===== src/rtl/hilo_seq_unit_if.sv =====
// hilo_seq_unit_if
//   Issue, read and status bundle between the EX-stage pipeline and the
//   HI/LO execution unit.
//   Ports (slave = unit side):
//     valid_i   issue strobe
//     ctrl_i    5-bit op code
//     a_i, b_i  operands
//     cancel_i  exception flush
//     rd_sel_i  read select, 0=LO 1=HI
//     rd_data_o selected register (combinational)
//     hi_o/lo_o architectural HI/LO
//     busy_o    divide in flight
//     done_o    one-cycle pulse after a MULT/DIV result lands
interface hilo_seq_unit_if #(
    parameter int unsigned WIDTH = 32
);
    logic             valid_i;
    logic [4:0]       ctrl_i;
    logic [WIDTH-1:0] a_i;
    logic [WIDTH-1:0] b_i;
    logic             cancel_i;
    logic             rd_sel_i;
    logic [WIDTH-1:0] rd_data_o;
    logic [WIDTH-1:0] hi_o;
    logic [WIDTH-1:0] lo_o;
    logic             busy_o;
    logic             done_o;

    modport master (
        output valid_i, ctrl_i, a_i, b_i, cancel_i, rd_sel_i,
        input  rd_data_o, hi_o, lo_o, busy_o, done_o
    );

    modport slave (
        input  valid_i, ctrl_i, a_i, b_i, cancel_i, rd_sel_i,
        output rd_data_o, hi_o, lo_o, busy_o, done_o
    );
endinterface


===== src/rtl/hilo_seq_unit.sv =====
// hilo_seq_unit
//   Sequential HI/LO unit for the EX stage. MULT/MULTU complete at the
//   accepting edge; DIV/DIVU run a restoring divider (one quotient bit per
//   cycle) followed by a sign-fix cycle; MTHI/MTLO write directly.
//   Ports:
//     clk     rising-edge clock
//     resetn  asynchronous active-low reset
//     bus     hilo_seq_unit_if.slave (issue, read and status signals)
//   Op codes: MULTU=01000 MULT=01001 DIVU=01010 DIV=01011
//             MTHI=10100 MTLO=10101, anything else is a no-op.
module hilo_seq_unit #(
    parameter int unsigned WIDTH = 32
) (
    input  logic            clk,
    input  logic            resetn,
    hilo_seq_unit_if.slave  bus
);

    typedef enum logic [1:0] {
        ST_IDLE,
        ST_DIV,
        ST_FIX
    } state_e;

    typedef enum logic [4:0] {
        OP_MULTU = 5'b01000,
        OP_MULT  = 5'b01001,
        OP_DIVU  = 5'b01010,
        OP_DIV   = 5'b01011,
        OP_MTHI  = 5'b10100,
        OP_MTLO  = 5'b10101
    } op_e;

    state_e           state_q, state_d;
    logic [4:0]       cnt_q,   cnt_d;
    logic [WIDTH-1:0] hi_q,    hi_d;
    logic [WIDTH-1:0] lo_q,    lo_d;
    // Dividend magnitude shifts out MSB-first while quotient bits shift in
    // at the LSB, so after the last iteration this register is the quotient.
    logic [WIDTH-1:0] quo_q,   quo_d;
    logic [WIDTH-1:0] rem_q,   rem_d;
    logic [WIDTH-1:0] dvs_q,   dvs_d;
    logic             qneg_q,  qneg_d;
    logic             rneg_q,  rneg_d;
    logic             done_q,  done_d;

    logic               accept;
    logic               is_signed;
    logic               a_neg;
    logic               b_neg;
    logic [WIDTH-1:0]   a_mag;
    logic [WIDTH-1:0]   b_mag;
    logic [2*WIDTH-1:0] prod;
    logic [WIDTH:0]     partial;
    logic [WIDTH:0]     diff;

    always_comb begin
        state_d = state_q;
        cnt_d   = cnt_q;
        hi_d    = hi_q;
        lo_d    = lo_q;
        quo_d   = quo_q;
        rem_d   = rem_q;
        dvs_d   = dvs_q;
        qneg_d  = qneg_q;
        rneg_d  = rneg_q;
        done_d  = 1'b0;

        // cancel on the same cycle as an issue drops the op
        accept    = bus.valid_i && !bus.cancel_i && (state_q == ST_IDLE);
        is_signed = bus.ctrl_i[0];
        a_neg     = is_signed && bus.a_i[WIDTH-1];
        b_neg     = is_signed && bus.b_i[WIDTH-1];
        a_mag     = a_neg ? -bus.a_i : bus.a_i;
        b_mag     = b_neg ? -bus.b_i : bus.b_i;
        prod      = {{WIDTH{a_neg}}, bus.a_i} * {{WIDTH{b_neg}}, bus.b_i};

        partial   = {rem_q, quo_q[WIDTH-1]};
        diff      = partial - {1'b0, dvs_q};

        unique case (state_q)
            ST_IDLE: begin
                if (accept) begin
                    case (op_e'(bus.ctrl_i))
                        OP_MULTU, OP_MULT: begin
                            {hi_d, lo_d} = prod;
                            done_d       = 1'b1;
                        end
                        OP_DIVU, OP_DIV: begin
                            quo_d   = a_mag;
                            dvs_d   = b_mag;
                            rem_d   = '0;
                            cnt_d   = '0;
                            // A zero divisor must leave the all-ones raw
                            // quotient untouched, so its sign fix is suppressed.
                            qneg_d  = (a_neg ^ b_neg) && (|bus.b_i);
                            rneg_d  = a_neg;
                            state_d = ST_DIV;
                        end
                        OP_MTHI: hi_d = bus.a_i;
                        OP_MTLO: lo_d = bus.a_i;
                        default: ;
                    endcase
                end
            end

            ST_DIV: begin
                if (bus.cancel_i) begin
                    state_d = ST_IDLE;
                end else begin
                    // restoring step: keep the difference only if non-negative
                    if (!diff[WIDTH]) begin
                        rem_d = diff[WIDTH-1:0];
                        quo_d = {quo_q[WIDTH-2:0], 1'b1};
                    end else begin
                        rem_d = partial[WIDTH-1:0];
                        quo_d = {quo_q[WIDTH-2:0], 1'b0};
                    end
                    cnt_d = cnt_q + 5'd1;
                    if (cnt_q == 5'(WIDTH - 1)) begin
                        state_d = ST_FIX;
                    end
                end
            end

            ST_FIX: begin
                state_d = ST_IDLE;
                if (!bus.cancel_i) begin
                    lo_d   = qneg_q ? -quo_q : quo_q;
                    hi_d   = rneg_q ? -rem_q : rem_q;
                    done_d = 1'b1;
                end
            end

            default: state_d = ST_IDLE;
        endcase
    end

    always_ff @(posedge clk or negedge resetn) begin
        if (!resetn) begin
            state_q <= ST_IDLE;
            cnt_q   <= '0;
            hi_q    <= '0;
            lo_q    <= '0;
            quo_q   <= '0;
            rem_q   <= '0;
            dvs_q   <= '0;
            qneg_q  <= 1'b0;
            rneg_q  <= 1'b0;
            done_q  <= 1'b0;
        end else begin
            state_q <= state_d;
            cnt_q   <= cnt_d;
            hi_q    <= hi_d;
            lo_q    <= lo_d;
            quo_q   <= quo_d;
            rem_q   <= rem_d;
            dvs_q   <= dvs_d;
            qneg_q  <= qneg_d;
            rneg_q  <= rneg_d;
            done_q  <= done_d;
        end
    end

    assign bus.hi_o      = hi_q;
    assign bus.lo_o      = lo_q;
    assign bus.busy_o    = (state_q != ST_IDLE);
    assign bus.done_o    = done_q;
    assign bus.rd_data_o = bus.rd_sel_i ? hi_q : lo_q;

endmodule


===== src/flat_wrapper.sv =====
// flat-port wrapper written by rule: the top's interface ports become plain ports
module hilo_seq_unit_flat 
#(
    parameter int unsigned WIDTH = 32
)
  (clk, resetn, bus_valid_i, bus_ctrl_i, bus_a_i, bus_b_i, bus_cancel_i, bus_rd_sel_i, bus_rd_data_o, bus_hi_o, bus_lo_o, bus_busy_o, bus_done_o);
  hilo_seq_unit_if #(.WIDTH(WIDTH)) bus_i ();
  input  logic clk;
  input  logic resetn;
  input wire logic [$bits(bus_i.valid_i)-1:0] bus_valid_i;
  input wire logic [$bits(bus_i.ctrl_i)-1:0] bus_ctrl_i;
  input wire logic [$bits(bus_i.a_i)-1:0] bus_a_i;
  input wire logic [$bits(bus_i.b_i)-1:0] bus_b_i;
  input wire logic [$bits(bus_i.cancel_i)-1:0] bus_cancel_i;
  input wire logic [$bits(bus_i.rd_sel_i)-1:0] bus_rd_sel_i;
  output wire logic [$bits(bus_i.rd_data_o)-1:0] bus_rd_data_o;
  output wire logic [$bits(bus_i.hi_o)-1:0] bus_hi_o;
  output wire logic [$bits(bus_i.lo_o)-1:0] bus_lo_o;
  output wire logic [$bits(bus_i.busy_o)-1:0] bus_busy_o;
  output wire logic [$bits(bus_i.done_o)-1:0] bus_done_o;
  assign bus_i.valid_i = bus_valid_i;
  assign bus_i.ctrl_i = bus_ctrl_i;
  assign bus_i.a_i = bus_a_i;
  assign bus_i.b_i = bus_b_i;
  assign bus_i.cancel_i = bus_cancel_i;
  assign bus_i.rd_sel_i = bus_rd_sel_i;
  assign bus_rd_data_o = bus_i.rd_data_o;
  assign bus_hi_o = bus_i.hi_o;
  assign bus_lo_o = bus_i.lo_o;
  assign bus_busy_o = bus_i.busy_o;
  assign bus_done_o = bus_i.done_o;
  hilo_seq_unit #(.WIDTH(WIDTH)) u_core (.clk(clk), .resetn(resetn), .bus(bus_i));
endmodule

===== config.mk =====
export PLATFORM = sky130hd
export DESIGN_NAME = hilo_seq_unit_flat
export DESIGN_NICKNAME = d
export VERILOG_FILES = /design/src/rtl/hilo_seq_unit_if.sv /design/src/rtl/hilo_seq_unit.sv /design/src/flat_wrapper.sv
export SDC_FILE = /design/constraint.sdc
export NUM_CORES = 2
export LEC_CHECK = 0
export CAP_MARGIN = 20
export CELL_PAD_IN_SITES_DETAIL_PLACEMENT = 0
export CELL_PAD_IN_SITES_GLOBAL_PLACEMENT = 2
export CORE_MARGIN = 1
export CORE_UTILIZATION = 37
export CTS_CLUSTER_SIZE = 20
export DETAILED_ROUTE_END_ITERATION = 8
export PLACE_DENSITY_LB_ADDON = 0.3
export SYNTH_ARGS = -nofsm -noshare
export SYNTH_HDL_FRONTEND = slang
export SYNTH_SLANG_ARGS = --single-unit

===== constraint.sdc =====
create_clock -name clk -period 3.48 [get_ports clk]
set_input_delay 0.696 -clock clk [delete_from_list [all_inputs] [get_ports clk]]
set_output_delay 0.696 -clock clk [all_outputs]
set_load 0.01 [all_outputs]

==> impl_metrics.json <==
{
  "run_status": "finished with violations",
  "violations": "negative setup slack",
  "max_freq_mhz": 130.8,
  "syn_nets": 7254,
  "placed_cell_area_um2": 60760,
  "hold_path.class": "in2async",
  "drcViolationCount": 0,
  "htreeDepth": 4,
  "grt_usage_pct": 29.02,
  "ys_seq_area_share_pct": 8.355,
  "critPathKind": "in2reg",
  "ys_ff_latch": 170,
  "cts_tree": "built",
  "die_w_um": 373.0,
  "final.period_utilization_pct": 219.7,
  "utilization_pct": 48.72,
  "fp.dieH_um": 373.0,
  "setup-violations-final": 74,
  "worstRegToRegCells": 17,
  "num_rows": 135,
  "grt_pass1_wl_um": 299600,
  "synth_area_per_cell_um2": 8.772,
  "postRouteAntennaNets": 0,
  "setup_slack_ns": -4.165,
  "rr_endpoint": "u_core.rem_q[0]",
  "crit_required_ns": 3.83,
  "drive_above_1_share_pct": 24.91,
  "area_growth_syn_to_layout_pct": 30.11,
  "gp_congestion": 0.9518,
  "cts_made_buffers": 17,
  "clk_path_buf_depth": 2,
  "wl_per_cell_um": 23.82,
  "cap_violations": 0,
  "clock-sinks": 170,
  "async_reset_ff_share_pct": 100.0,
  "first_iter_violations": 2863,
  "tightest_slew_ns": 0.8314,
  "synth_most_common_cell": "inv_1",
  "grt_pass1_vias": 46364,
  "netlist_instances": 5804,
  "worstSetupEndpointType": "flip-flop",
  "clk_latency_ns": 0.47,
  "cts_root_buf": "clkbuf_16",
  "vias_per_cell": 5.119,
  "wl_um": 198500,
  "yosys_warnings": 0,
  "io_pins": 172,
  "synth_top_area_cell": "fa_1",
  "cp_max_fo": 5,
  "fin_hold_ws_ns": 0.2058,
  "hold_violations": 0,
  "final_nets": 7985,
  "worstPathArrival_ns": 7.99,
  "vias": 42659,
  "core_area_um2": 136000,
  "synth_flop_cell": "dfrtp_1",
  "yosys-top-cells-area": "fa_1 (44%), inv_1 (8.6%), dfrtp_1 (8.4%)",
  "synth_edf_count": 0,
  "cp-start-kind": "input port",
  "synth_top_area_share_pct": 44.27,
  "grt_start_max_net_pins": 60,
  "r2r_slack_ns": -0.09,
  "antenna_found_initial": 12,
  "rsz0062_at_grt": "yes",
  "slew_viol_final": 0,
  "fin_area_um2": 66240,
  "setup_tns_ns": -206.30,
  "yosys-top-cells-count": "inv_1 (1167), fa_1 (1126), nand2_1 (968)",
  "fin_skew_ns": 0.01813,
  "hpwl_um": 160900,
  "fin_crit_ns": 7.645,
  "first_pass_iters": 7,
  "regToRegStartpoint": "u_core.quo_q[31]",
  "ys_types": 95,
  "initial_core_util_pct": 37.44,
  "synth_area_um2": 50910,
  "slew_headroom_pct": 44.44,
  "port_buffers": 171,
  "dieArea_um2": 139100,
  "grt_overflow": 0,
  "clk_pin_slew_ns": 0.08
}
==> routing by layer <==
layer | GRT usage (%) | wire length [um] | vias up
met3 | 2.382 | 8161 | 245
met1 | 37.93 | 84130 | 22314
li1 | - | - | 19025
met5 | 0 | 13 | -
met2 | 50.67 | 97930 | 1073
met4 | 9.247 | 8273 | 2
==> critical path, cell delays in order <==
cell and delay, ns:
buf_12 0.13, buf_12 0.14, buf_12 0.14, and2_1 0.15, fa_1 0.49, inv_1 0.06
fa_1 0.53, inv_1 0.05, fa_1 0.47, inv_1 0.06, fa_2 0.47, fa_1 0.52
inv_1 0.06, fa_2 0.57, fa_1 0.43, fa_1 0.56, ha_4 0.23, buf_6 0.13
a21oi_1 0.32, o221ai_2 0.20, a2111oi_4 0.39, o211ai_4 0.21, a31oi_4 0.28, nor2_4 0.08
a2111o_1 0.37, a32o_1 0.26
==> logic make-up after synthesis <==
family          synth area share [%]
simple gates                   15.72
buf+inv                        11.49
fa+ha+maj                      50.42
compound gates                 8.795
xor+xnor                       3.713
flops                          8.355
mux                            1.504
==> state kept, by name, summed over array words and instances (netlist names) <==
name,count
u_core.dvs_q,32
u_core.bus.lo_o,32
u_core.quo_q,32
u_core.bus.hi_o,32
u_core.bus.done_o,1
u_core.cnt_q,5
u_core.state_q,2
u_core.qneg_q,1
u_core.rneg_q,1
u_core.rem_q,32
==> through the flow <==
stage,setup WS [ns],instances
2_1_floorplan,-4.520,5804
3_3_place_gp,-5.175,8130
3_5_place_dp,-5.184,8130
4_1_cts,-4.123,8284
5_1_grt,-4.374,8331
6_report,-4.165,8334
==> how the worst max path moves through the flow <==
stage	from	to	cells after the start
final	bus_b_i[2]	u_core.bus.hi_o[25]	26
after global routing	bus_ctrl_i[0]	u_core.bus.hi_o[23]	29
after CTS	bus_ctrl_i[0]	u_core.bus.hi_o[25]	29
after detailed placement	bus_ctrl_i[0]	u_core.bus.hi_o[24]	28
after global placement	bus_b_i[1]	u_core.bus.hi_o[30]	30
after floorplan	bus_a_i[31]	u_core.bus.hi_o[25]	29
==> cell usage in the layout, fill, tap and decap left out, types with 79 or more instances in the layout <==
cell             instances
inv_1                 1081
a21oi_1                110
fa_1                  1062
nand2_1                939
ha_1                   169
clkdlybuf4s50_1        105
dfrtp_1                170
and2_1                 312
nor2_1                 124
buf_12                 119
xnor2_1                119
inv_2                   79
buf_6                  104
buf_4                  707
o21ai_0                151
==> final cells by class <==
cell class	count	area, um2
Sequential cell	170	4254
Inverter	1169	4413
Clock buffer	17	425.4
Clock inverter	15	193.9
Tap cell	1781	2228
Timing Repair Buffer	1088	10870
Fill cell	13045	69730
Multi-Input combinational cell	4089	43840
Antenna cell	5	12.51
==> repair_timing <==
| item | 4_1_cts | 5_1_grt |
|---|---|---|
| setup endpoints to repair | 102 | 95 |
| setup buffers | 113 | 54 |
| cloned | 19 | 3 |
| hold buffers | 0 | 0 |
| pin swaps | 282 | 225 |
| gates resized for setup | 603 | 204 |
Power is left out: the tool's default activity adds up to more than one toggle a clock period on the data nets, which glitch-free logic cannot reach.
